[config.mk]
export PLATFORM = sky130hd
export DESIGN_NAME = rr_arbiter8_flat
export DESIGN_NICKNAME = d
export VERILOG_FILES = /design/src/rtl/rr_arbiter8_if.sv /design/src/rtl/rr_arbiter8.sv /design/src/flat_wrapper.sv
export SDC_FILE = /design/constraint.sdc
export NUM_CORES = 1
export LEC_CHECK = 0
export BUFFER_PORTS_ARGS = -buffer_cell sky130_fd_sc_hd__clkbuf_2
export CAP_MARGIN = 20
export CORE_UTILIZATION = 50
export CTS_CLUSTER_DIAMETER = 30
export DETAILED_ROUTE_END_ITERATION = 6
export PLACE_DENSITY = 0.73
export SETUP_SLACK_MARGIN = 0.3
export SYNTH_ARGS = -nofsm -noshare
export SYNTH_HDL_FRONTEND = slang
export SYNTH_SLANG_ARGS = --single-unit
[constraint.sdc]
create_clock -name clk -period 3.35 [get_ports clk]
set_input_delay 0.335 -clock clk [delete_from_list [all_inputs] [get_ports clk]]
set_output_delay 0.335 -clock clk [all_outputs]
set_load 0.05 [all_outputs]
[src/rtl/rr_arbiter8_if.sv]
// Request/grant bundle between eight requesters and rr_arbiter8.
//   req         : request lines, one per requester (driven by master)
//   grant       : registered one-hot grant (driven by slave)
//   grant_idx   : binary index of the granted requester, 0 when idle
//   grant_valid : a grant is currently outstanding
//   lock        : (RR_ARBITER8_LOCK_EN only) extends the current grant
// Modports: master = requester side, slave = arbiter side.
interface rr_arbiter8_if;
  logic [7:0] req;
  logic [7:0] grant;
  logic [2:0] grant_idx;
  logic       grant_valid;
`ifdef RR_ARBITER8_LOCK_EN
  logic       lock;

  modport master (output req, output lock, input grant, input grant_idx, input grant_valid);
  modport slave  (input req, input lock, output grant, output grant_idx, output grant_valid);
`else
  modport master (output req, input grant, input grant_idx, input grant_valid);
  modport slave  (input req, output grant, output grant_idx, output grant_valid);
`endif
endinterface

[src/rtl/rr_arbiter8.sv]
// Round-robin arbiter for 8 requesters with a per-grant burst limit.
// Ports:
//   clk  : clock, all logic on the rising edge
//   rst  : synchronous active-high reset
//   bus  : rr_arbiter8_if.slave (req in; grant, grant_idx, grant_valid out;
//          lock in when RR_ARBITER8_LOCK_EN is defined)
// Parameter MAX_HOLD: max consecutive cycles a grant is held, 0 = unlimited.
// Optional macro RR_ARBITER8_LOCK_EN adds the lock input, which freezes the
// hold counter and suppresses the limit release while a grant is active.
module rr_arbiter8 #(
  parameter int unsigned MAX_HOLD = 4
) (
  input logic          clk,
  input logic          rst,
  rr_arbiter8_if.slave bus
);

  localparam int unsigned HOLD_W   = (MAX_HOLD > 1) ? $clog2(MAX_HOLD) : 1;
  localparam int unsigned HOLD_LIM = (MAX_HOLD == 0) ? 0 : MAX_HOLD - 1;

  typedef enum logic {IDLE, GRANT} state_t;

  state_t              state_q, state_nxt;
  logic [7:0]          grant_q, grant_nxt;
  logic [2:0]          idx_q, idx_nxt;
  logic                valid_q, valid_nxt;
  logic [2:0]          ptr_q, ptr_nxt;
  logic [HOLD_W-1:0]   hold_q, hold_nxt;
  logic                lock_on;
  logic [2:0]          scan_start;
  logic [3:0]          pick;
  logic                limit_hit;

  // First set request scanning upward from start, wrapping 7->0; {found, idx}.
  function automatic logic [3:0] rr_pick(input logic [7:0] r, input logic [2:0] start);
    logic       found;
    logic [2:0] idx;
    logic [2:0] cand;
    found = 1'b0;
    idx   = 3'd0;
    for (int k = 0; k < 8; k++) begin
      cand = start + 3'(k);
      if (!found && r[cand]) begin
        found = 1'b1;
        idx   = cand;
      end
    end
    return {found, idx};
  endfunction

`ifdef RR_ARBITER8_LOCK_EN
  assign lock_on = bus.lock;
`else
  assign lock_on = 1'b0;
`endif

  // On release the scan starts just past the current owner.
  assign scan_start = (state_q == GRANT) ? (idx_q + 3'd1) : ptr_q;
  assign pick       = rr_pick(bus.req, scan_start);
  assign limit_hit  = (MAX_HOLD != 0) && (32'(hold_q) >= HOLD_LIM);

  // State and output registers.
  always_ff @(posedge clk) begin
    if (rst) begin
      state_q <= IDLE;
      grant_q <= 8'h00;
      idx_q   <= 3'd0;
      valid_q <= 1'b0;
      ptr_q   <= 3'd0;
      hold_q  <= '0;
    end else begin
      state_q <= state_nxt;
      grant_q <= grant_nxt;
      idx_q   <= idx_nxt;
      valid_q <= valid_nxt;
      ptr_q   <= ptr_nxt;
      hold_q  <= hold_nxt;
    end
  end

  // Next-state: hold the owner, or release and re-arbitrate without a gap.
  always_comb begin
    state_nxt = state_q;
    grant_nxt = grant_q;
    idx_nxt   = idx_q;
    valid_nxt = valid_q;
    ptr_nxt   = ptr_q;
    hold_nxt  = hold_q;
    unique case (state_q)
      IDLE: begin
        if (pick[3]) begin
          state_nxt = GRANT;
          grant_nxt = 8'(1) << pick[2:0];
          idx_nxt   = pick[2:0];
          valid_nxt = 1'b1;
          hold_nxt  = '0;
        end
      end
      GRANT: begin
        if (bus.req[idx_q] && (lock_on || !limit_hit)) begin
          if (!lock_on) hold_nxt = hold_q + HOLD_W'(1);
        end else begin
          ptr_nxt  = idx_q + 3'd1;
          hold_nxt = '0;
          if (pick[3]) begin
            grant_nxt = 8'(1) << pick[2:0];
            idx_nxt   = pick[2:0];
          end else begin
            state_nxt = IDLE;
            grant_nxt = 8'h00;
            idx_nxt   = 3'd0;
            valid_nxt = 1'b0;
          end
        end
      end
      default: state_nxt = IDLE;
    endcase
  end

  assign bus.grant       = grant_q;
  assign bus.grant_idx   = idx_q;
  assign bus.grant_valid = valid_q;

endmodule

[src/flat_wrapper.sv]
// flat-port wrapper written by rule: the top's interface ports become plain ports
module rr_arbiter8_flat 
#(
  parameter int unsigned MAX_HOLD = 4
)
  (clk, rst, bus_req, bus_grant, bus_grant_idx, bus_grant_valid);
  rr_arbiter8_if bus_i ();
  input logic clk;
  input logic rst;
  input wire logic [$bits(bus_i.req)-1:0] bus_req;
  output wire logic [$bits(bus_i.grant)-1:0] bus_grant;
  output wire logic [$bits(bus_i.grant_idx)-1:0] bus_grant_idx;
  output wire logic [$bits(bus_i.grant_valid)-1:0] bus_grant_valid;
  assign bus_i.req = bus_req;
  assign bus_grant = bus_i.grant;
  assign bus_grant_idx = bus_i.grant_idx;
  assign bus_grant_valid = bus_i.grant_valid;
  rr_arbiter8 #(.MAX_HOLD(MAX_HOLD)) u_core (.clk(clk), .rst(rst), .bus(bus_i));
endmodule
== Word-level counts from Yosys, hierarchy flattened ==
Index checks and enable logic that the tools add are counted.

* Input bits: 10
* Bits in registers: 18

* Reductions and logical operators: 19
* $lt $le $gt $ge: 10
* Eq/ne operators: 3
* Shifts and indexed selects: 1
* Mux-type cells: 53
* Add/subtract/negate cells: 9
* Bitwise logic cells: 2

{| class="wikitable"
|+ Operators by type and width
! cell !! number
|-
| < comparator 3 x 4 -> 1 bit (second input constant) || 9
|-
| two-way mux 3 bit || 12
|-
| binary-select mux 1 bit (select 3 bit) || 9
|-
| two-way mux 8 bit || 3
|-
| two-way mux 1 bit || 22
|-
| one-hot mux 8 bit (2 select lines) || 1
|-
| adder 3 bit (second input constant) || 4
|-
| logical AND 1 bit || 8
|-
| logical NOT 1 bit || 8
|-
| left shift 1 x 3 -> 8 bit (first input constant) || 1
|-
| adder 3 x 1 -> 3 bit (second input constant) || 2
|-
| adder 3 x 2 -> 3 bit (second input constant) || 2
|-
| one-hot mux 3 bit (2 select lines) || 1
|-
| two-way mux 2 bit || 2
|-
| != test 2 bit (second input constant) || 2
|-
| one-hot mux 1 bit (2 select lines) || 2
|-
| one-hot mux 2 bit (2 select lines) || 1
|-
| AND reduction 2 bit || 2
|-
| AND reduction 3 bit || 1
|-
| adder 2 x 1 -> 2 bit (second input constant) || 1
|-
| greater-or-equal comparator 2 bit (second input constant) || 1
|-
| != test 2 x 1 -> 1 bit (second input constant) || 1
|-
| inverter 1 bit || 2
|}

== Logic depth before layout (Yosys ltp) ==
Gate-level depths: netlist of the first run.

* Word-level depth: 30
* Depth in mapped cells: 17

== Worst setup path after synthesis of the first run ==
Ideal clock, no wire load.

* Path type: reg-to-reg
* Start point: reg u_core.idx_q[1], in the netlist u_core.bus.grant_idx[1]
* End point: reg u_core.grant_q[1], in the netlist u_core.bus.grant[1]
* Data arrival time: 4.071 ns
* Setup slack: -0.791 ns
* Library setup time: 0.070 ns
* Period minus slack after synthesis: 4.141 ns
* Data required time: 3.280 ns
* Stages on the path, launching flop included: 14
* Path through: dfxtp_1 -> ha_1 -> mux2_2 -> inv_1 -> buf_2 -> ha_1 -> a2111oi_1 -> o22ai_1 -> or3_4 -> nor2_4 -> o21ai_2 -> a32oi_2 -> or4b_1 -> a21oi_1

* Longest elaborated chain between the ends: 30
* Elaborated cells on any way between the ends: 66
* Classes of those cells: add/sub: 8; eq/ne: 2; shift: 1; mux: 39; reduce/logical: 16

{| class="wikitable"
|+ Ends and longest elaborated chain
! element !! line !! text
|-
| start, declared || rr_arbiter8.sv:25 || <nowiki>logic [2:0] idx_q, idx_nxt;</nowiki>
|-
| start signal, assigned || rr_arbiter8.sv:74 || <nowiki>idx_q <= idx_nxt;</nowiki>
|-
| branches (longest 30 deep; another with adder 3 x 1 -> 3 bit) || n/a ||
|-
| end signal, assigned || rr_arbiter8.sv:73 || <nowiki>grant_q <= grant_nxt;</nowiki>
|-
| end, declared || rr_arbiter8.sv:24 || <nowiki>logic [7:0] grant_q, grant_nxt;</nowiki>
|}

Parallel ways; which one is timed is not known. The select of a mux whose other input is x is not followed.
A chain may end at the register's enable or synchronous reset.

== Final worst setup path of the first run ==
Ends and elaborated chain as after synthesis.

==> results of run 1 <==
==> per-layer routing <==
layer | track usage | up-vias
met5 | 0 | -
met4 | 0.0938 | 0
met3 | 0.0562 | 23
met2 | 0.512 | 125
met1 | 0.385 | 1019
li1 | - | 1025
==> state kept, by name, summed over array words and instances, names as in the netlist <==
register and count:
u_core.hold_q 2, u_core.bus.grant_idx 3, u_core.state_q 1, u_core.bus.grant_valid 1, u_core.ptr_q 3, u_core.bus.grant 8
==> cells in the final DEF, fill, tap and decap left out, types with 3 or more instances in the layout <==
master	instances
buf_4	34
clkbuf_2	21
nand3_1	19
nand2_1	18
a21oi_1	16
dfxtp_1	16
nor2_1	14
o21ai_1	7
mux2i_1	6
o21ai_0	6
a211oi_1	6
nor2b_1	5
and3_1	5
and2_1	5
nor3_1	5
buf_6	5
inv_1	4
nand2b_1	4
xor2_1	3
xnor2_1	3
a21o_1	3
o22ai_1	3
or2_2	3
a211o_1	3
a31oi_1	3
o21ai_2	3
clkbuf_8	3
==> tightest hold or removal path: stages (launching register included) <==
cell and delay [ns]:
dfxtp_1 0.31, nand2_1 0.05, o21ai_1 0.05
==> final cells by class <==
type | count | share of cell area
multi-input cells | 207 | 0.650
clock buffers | 3 | 0.0159
well taps | 46 | 0.0222
repair buffers | 60 | 0.160
inverters | 6 | 0.00964
flip-flops and latches | 18 | 0.142
==> cells in the mapped netlist (all sizes together) (2+ instances only) <==
cell / count
a31oi: 4
a21oi: 18
clkbuf: 2
nor2: 17
nand3: 21
mux4: 2
xnor2: 5
or2: 4
o21a: 2
and2: 7
a211oi: 7
a21o: 3
nand2b: 4
mux2i: 8
nor3: 7
mux2: 3
nand2: 19
inv: 6
a211o: 3
and3: 6
buf: 9
ha: 4
or3: 3
a22oi: 3
a221oi: 3
o21ai: 16
nor3b: 2
dfxtp: 18
nor2b: 8
nor4b: 2
xor2: 3
a2111oi: 3
o22ai: 4
==> power by group through the flow <==
stage | clock [mW] | combinational (mW) | sequential (mW)
2_1_floorplan | 0 | 1.31 | 0.464
3_3_place_gp | 0 | 1.88 | 0.317
3_5_place_dp | 0 | 1.89 | 0.320
4_1_cts | 0.155 | 2.08 | 0.314
5_1_grt | 0.165 | 2.46 | 0.323
6_report | 0.152 | 2.32 | 0.315
==> cells by family after synthesis <==
| group | after synthesis | share of synthesized area |
|---|---|---|
| and+or+nand+nor | 105 | 0.314 |
| muxes | 13 | 0.0882 |
| adders and majority gates | 4 | 0.0265 |
| buffers and inverters | 17 | 0.0438 |
| DFF | 18 | 0.191 |
| xor gates and xnor gates | 8 | 0.0451 |
| AOI/OAI and AO/OA | 77 | 0.291 |
==> final timing paths <==
check                                       start                                to
max          u_core.bus.grant_idx[1]$_SDFFE_PP0P_  u_core.bus.grant[1]$_SDFFE_PP0P_
min              u_core.bus.grant[0]$_SDFFE_PP0P_  u_core.bus.grant[0]$_SDFFE_PP0P_
max reg2reg  u_core.bus.grant_idx[1]$_SDFFE_PP0P_  u_core.bus.grant[1]$_SDFFE_PP0P_
min reg2reg      u_core.bus.grant[0]$_SDFFE_PP0P_  u_core.bus.grant[0]$_SDFFE_PP0P_
==> what timing repair did <==
action                                  4_1_cts  5_1_grt
hold buffers                                  0        0
gates cloned                                  0        0
gates resized for setup                      14       18
buffers inserted                             12        7
pin swaps                                    15       14
endpoints found under the setup margin       14       14
==> flow_metrics.env, run 1 <==
export IMPL_final_cells=340
export IMPL_routedWlPerCell_um=18.4
export IMPL_wl_met1_mm=2.52
export IMPL_worst_slack_ns=-0.0377
export IMPL_grt_max_degree=18
export IMPL_via_count=2192
export IMPL_hold_depth=2
export IMPL_pwr_share_clk=0.054
export IMPL_grt_ovfl_total=0
export IMPL_drt_initial_drc_count=196
export IMPL_whs_ns=0.451
export IMPL_crit_chain="ha_4 -> mux2_4 -> buf_4 -> ha_2 -> a211oi_2 -> or2_1 -> mux2_4 -> nor3_4 -> o21a_1 -> a211o_1 -> nand3_4 -> or4b_1 -> a21oi_1"
export IMPL_synthTopCellsByArea="dfxtp_1 (19%), nand3_1 (5.0%), a21oi_1 (4.2%), nand2_1 (3.8%), mux2i_1 (3.2%)"
export IMPL_synth_top_cell_by_area="dfxtp_1"
export IMPL_peakVddDrop_uv=483
export IMPL_synth_flop_cell="dfxtp_1"
export IMPL_critPathKind="register to register"
export IMPL_ys_types=64
export IMPL_detailedRoute_firstPassIterationCount=4
export IMPL_drive_above_1_share=0.398
export IMPL_setup_tns_ns=-0.0608
export IMPL_ys_seq_area_frac=0.191
export IMPL_port_buffers=21
export IMPL_cp_data_arrival_time_ns=3.57
export IMPL_num_rows=21
export IMPL_post_place_ws_ns=-0.0285
export IMPL_critPathMaxStageDelay_ns=0.50
export IMPL_netlist_instances=242
export IMPL_cts_root_buffer="clkbuf_8"
export IMPL_grt_pass1_wl_mm=9.60
export IMPL_rsz0062_at_grt="yes"
export IMPL_grt_total_usage=0.303
export IMPL_synth_edf_count=0
export IMPL_worstSetupEndpointType="register"
export IMPL_finish_instance_area_um2=2600
export IMPL_vias_per_cell=6.45
export IMPL_setup_viol=2
export IMPL_dieArea_um2=4020
export IMPL_slowest_stage="or4b_1"
export IMPL_initial_core_util=0.544
export IMPL_cp_max_fo=5
export IMPL_relSlewSlack=0.359
export IMPL_placedCellCount=318
export IMPL_cts_tree="built"
export IMPL_gp_congestion=0.960
export IMPL_ys_ff_latch=18
export IMPL_routed_wl_mm=6.25
export IMPL_pin_count=22
export IMPL_ant_nets=0
export IMPL_dp_hpwl_mm=4.21
export IMPL_status="finished, violations left"
export IMPL_critPathBufInv=1
export IMPL_clockBufferDepth=2
export IMPL_num_antenna_cells=0
export IMPL_place_area_um2=2270
export IMPL_required_ns=3.54
export IMPL_cap_violations=0
export IMPL_power_switching_mw=1.47
export IMPL_grt_pass1_vias=2050
export IMPL_drv_slew=0
export IMPL_yosys_warnings=0
export IMPL_coreArea_um2=3470
export IMPL_nFillCells=269
export IMPL_final_core_util=0.749
export IMPL_p_per_area_nw_per_um2=1070
export IMPL_post_route_min_period_ns=3.39
export IMPL_hp_class="register to register"
export IMPL_clk_latency_ns=0.26
export IMPL_switching_share=0.526
export IMPL_synth_area_um2=1890
export IMPL_fmax_ghz=0.295
export IMPL_startpoint_type="register"
export IMPL_cpMostUsedCell="mux2_4"
export IMPL_clock_sinks=18
export IMPL_hold_violations=0
export IMPL_power_frac_seq=0.113
export IMPL_cp_depth=13
export IMPL_synth_top_area_share=0.191
export IMPL_nets=310
export IMPL_path_delay_family="simple AND/OR/NAND/NOR gates"
export IMPL_cts_max_level=1
export IMPL_met3WireLength_um=487
export IMPL_final_period_utilization=1.01
export IMPL_finalPower_mw=2.79
export IMPL_synthArstFlopShare=0
export IMPL_r2r_slack_ns=-0.04
export IMPL_p_leak_nw=1.07
export IMPL_routed_top_layer="met4"
export IMPL_area_growth_synth_to_final_pct=37.6
export IMPL_multi_input_area_um2=1690
export IMPL_wl_met2_mm=3.06
export IMPL_worst_pin_slew_ns=0.955
export IMPL_die_h_um=63.4
export IMPL_cts_buffers=3
export IMPL_internal_power_mw=1.32
export IMPL_violations="negative setup slack"
export IMPL_synth_nets=256
export IMPL_drcViolationCount=0
export IMPL_path_clk_slew_ns=0.06
export IMPL_r2r_cells=13
export IMPL_seqCellArea_um2=368
export IMPL_antenna_found_initial=0
export IMPL_syn_avg_cell_area_um2=7.80
export IMPL_combPwrFrac=0.833
export IMPL_dieWidth_um=63.4
export IMPL_finClkSkew_ns=0.00262
No activity file was read; power rests on OpenSTA's default activity.
==> run 2: changes to the inputs <==
Settings changed: SETUP_SLACK_MARGIN 0.3 to 0.5.
==> run 2 against run 1 <==
The run now ends clean; clock skew hardly changed; via count fell by 7.9%; final cell count down 3.5%; largest power group unchanged; highest routed layer unchanged.
==> flow_metrics.env, run 2 (synthesis results as in run 1) <==
export IMPL_status="finished clean"
export IMPL_drv_slew=0
export IMPL_cts_root_buffer="clkbuf_8"
export IMPL_fmax_ghz=0.301
export IMPL_antenna_found_initial=0
export IMPL_timing_rr_start="u_core.bus.grant_idx[0]$_SDFFE_PP0P_"
export IMPL_clk_latency_ns=0.25
export IMPL_wl_met1_mm=2.44
export IMPL_finClkSkew_ns=0.00271
export IMPL_critical_path_startpoint="u_core.bus.grant_idx[0]$_SDFFE_PP0P_"
export IMPL_worst_slack_ns=0.0227
export IMPL_met3WireLength_um=333
export IMPL_dp_hpwl_mm=4.23
export IMPL_layout_commonest_cell="buf_4"
export IMPL_cap_violations=0
export IMPL_worst_pin_slew_ns=0.644
export IMPL_hp_start="u_core.bus.grant[3]$_SDFFE_PP0P_"
export IMPL_worstSetupEndpointType="register"
export IMPL_min_to="u_core.bus.grant[3]$_SDFFE_PP0P_"
export IMPL_setup_tns_ns=0
export IMPL_finish_instance_area_um2=2410
export IMPL_pin_count=22
export IMPL_num_antenna_cells=0
export IMPL_routedWlPerCell_um=16.5
export IMPL_final_cells=328
export IMPL_drt_initial_drc_count=157
export IMPL_clock_sinks=18
export IMPL_ant_nets=0
export IMPL_initial_core_util=0.544
export IMPL_r2r_cells=12
export IMPL_r2r_slack_ns=0.02
export IMPL_hp_class="register to register"
export IMPL_detailedRoute_firstPassIterationCount=4
export IMPL_post_route_min_period_ns=3.33
export IMPL_port_buffers=21
export IMPL_finalPower_mw=2.53
export IMPL_routed_top_layer="met4"
export IMPL_die_h_um=63.4
export IMPL_whs_ns=0.449
export IMPL_relSlewSlack=0.567
export IMPL_startpoint_type="register"
export IMPL_required_ns=3.53
export IMPL_r2r_end="u_core.bus.grant[1]$_SDFFE_PP0P_"
export IMPL_clockBufferDepth=2
export IMPL_grt_max_degree=18
export IMPL_vias_per_cell=6.16
export IMPL_post_place_ws_ns=-0.00479
export IMPL_p_per_area_nw_per_um2=1050
export IMPL_critPathKind="register to register"
export IMPL_hold_depth=2
export IMPL_cts_tree="built"
export IMPL_cts_buffers=3
export IMPL_hold_violations=0
export IMPL_grt_pass1_wl_mm=9.13
export IMPL_gp_congestion=0.951
export IMPL_nets=297
export IMPL_drive_above_1_share=0.348
export IMPL_grt_ovfl_total=0
export IMPL_peakVddDrop_uv=460
export IMPL_routed_wl_mm=5.43
export IMPL_num_rows=21
export IMPL_wl_met2_mm=2.55
export IMPL_seqCellArea_um2=368
export IMPL_place_area_um2=2270
export IMPL_rsz0062_at_grt="yes"
export IMPL_dieWidth_um=63.4
export IMPL_drcViolationCount=0
export IMPL_area_growth_synth_to_final_pct=27.9
export IMPL_path_clk_slew_ns=0.07
export IMPL_cts_max_level=1
export IMPL_cp_max_fo=9
export IMPL_nFillCells=303
export IMPL_cp_data_arrival_time_ns=3.51
export IMPL_grt_pass1_vias=1937
export IMPL_dieArea_um2=4020
export IMPL_grt_total_usage=0.289
export IMPL_via_count=2019
export IMPL_coreArea_um2=3470
export IMPL_mostFrequentLayoutCells="buf_4 (26), clkbuf_2 (21), nand3_1 (19), nand2_1 (19), dfxtp_1 (16)"
export IMPL_largest_register_ffs=8
export IMPL_multi_input_area_um2=1620
export IMPL_final_period_utilization=0.993
export IMPL_setup_viol=0
export IMPL_placedCellCount=318
export IMPL_final_core_util=0.696
export IMPL_p_leak_nw=0.985
run 2: report_power, final:
group          leakage (nW)  internal [mW]  total, mW  switching (mW)
combinational         0.813          0.857       2.06            1.21
sequential            0.149          0.273      0.312          0.0394
clock                0.0231         0.0815      0.154          0.0727
total                 0.985           1.21       2.53            1.32
run 2: metal layers:
layer	track usage	vias to the layer above
li1	-	998
met1	0.386	931
met2	0.475	78
met3	0.0489	12
met4	0.0795	0
met5	0	-
run 2: timing repair:
item                                    in CTS  in global routing
endpoints found under the setup margin      15                 15
gates resized for setup                      7                  7
endpoints found under the hold margin        0                  0
pin swaps                                    2                  1
setup buffers                                4                  2
hold buffers                                 0                  0
gates cloned                                 0                  0
run 2: worst max path at each step:
stage | endpoint | slack, ns | cells after the start
2_1_floorplan | u_core.bus.grant[1]$_SDFFE_PP0P_ | -0.06 | 13
3_3_place_gp | u_core.bus.grant[1]$_SDFFE_PP0P_ | 0.09 | 12
3_5_place_dp | u_core.bus.grant[1]$_SDFFE_PP0P_ | -0.005 | 12
4_1_cts | u_core.bus.grant[1]$_SDFFE_PP0P_ | 0.08 | 13
5_1_grt | u_core.bus.grant[1]$_SDFFE_PP0P_ | -0.11 | 14
6_report | u_core.bus.grant[1]$_SDFFE_PP0P_ | 0.02 | 12
run 2: cell type report:
cell class                 count  area share
tap                           46      0.0239
multi-input combinational    207       0.671
clock buffer                   3      0.0171
sequential                    18       0.152
clock inverter                 1     0.00156
inverter                       6     0.00934
timing repair buffer          47       0.124
run 2: critical path, cell delays in order (launching register included):
cell and delay, ns:
dfxtp_4 0.35, ha_4 0.26, mux2_4 0.28, inv_2 0.07
ha_4 0.24, a2111oi_4 0.40, o22ai_1 0.17, or3_4 0.40
nor2_4 0.18, a211o_1 0.18, nand3_2 0.07, or4b_1 0.50
a21oi_1 0.15
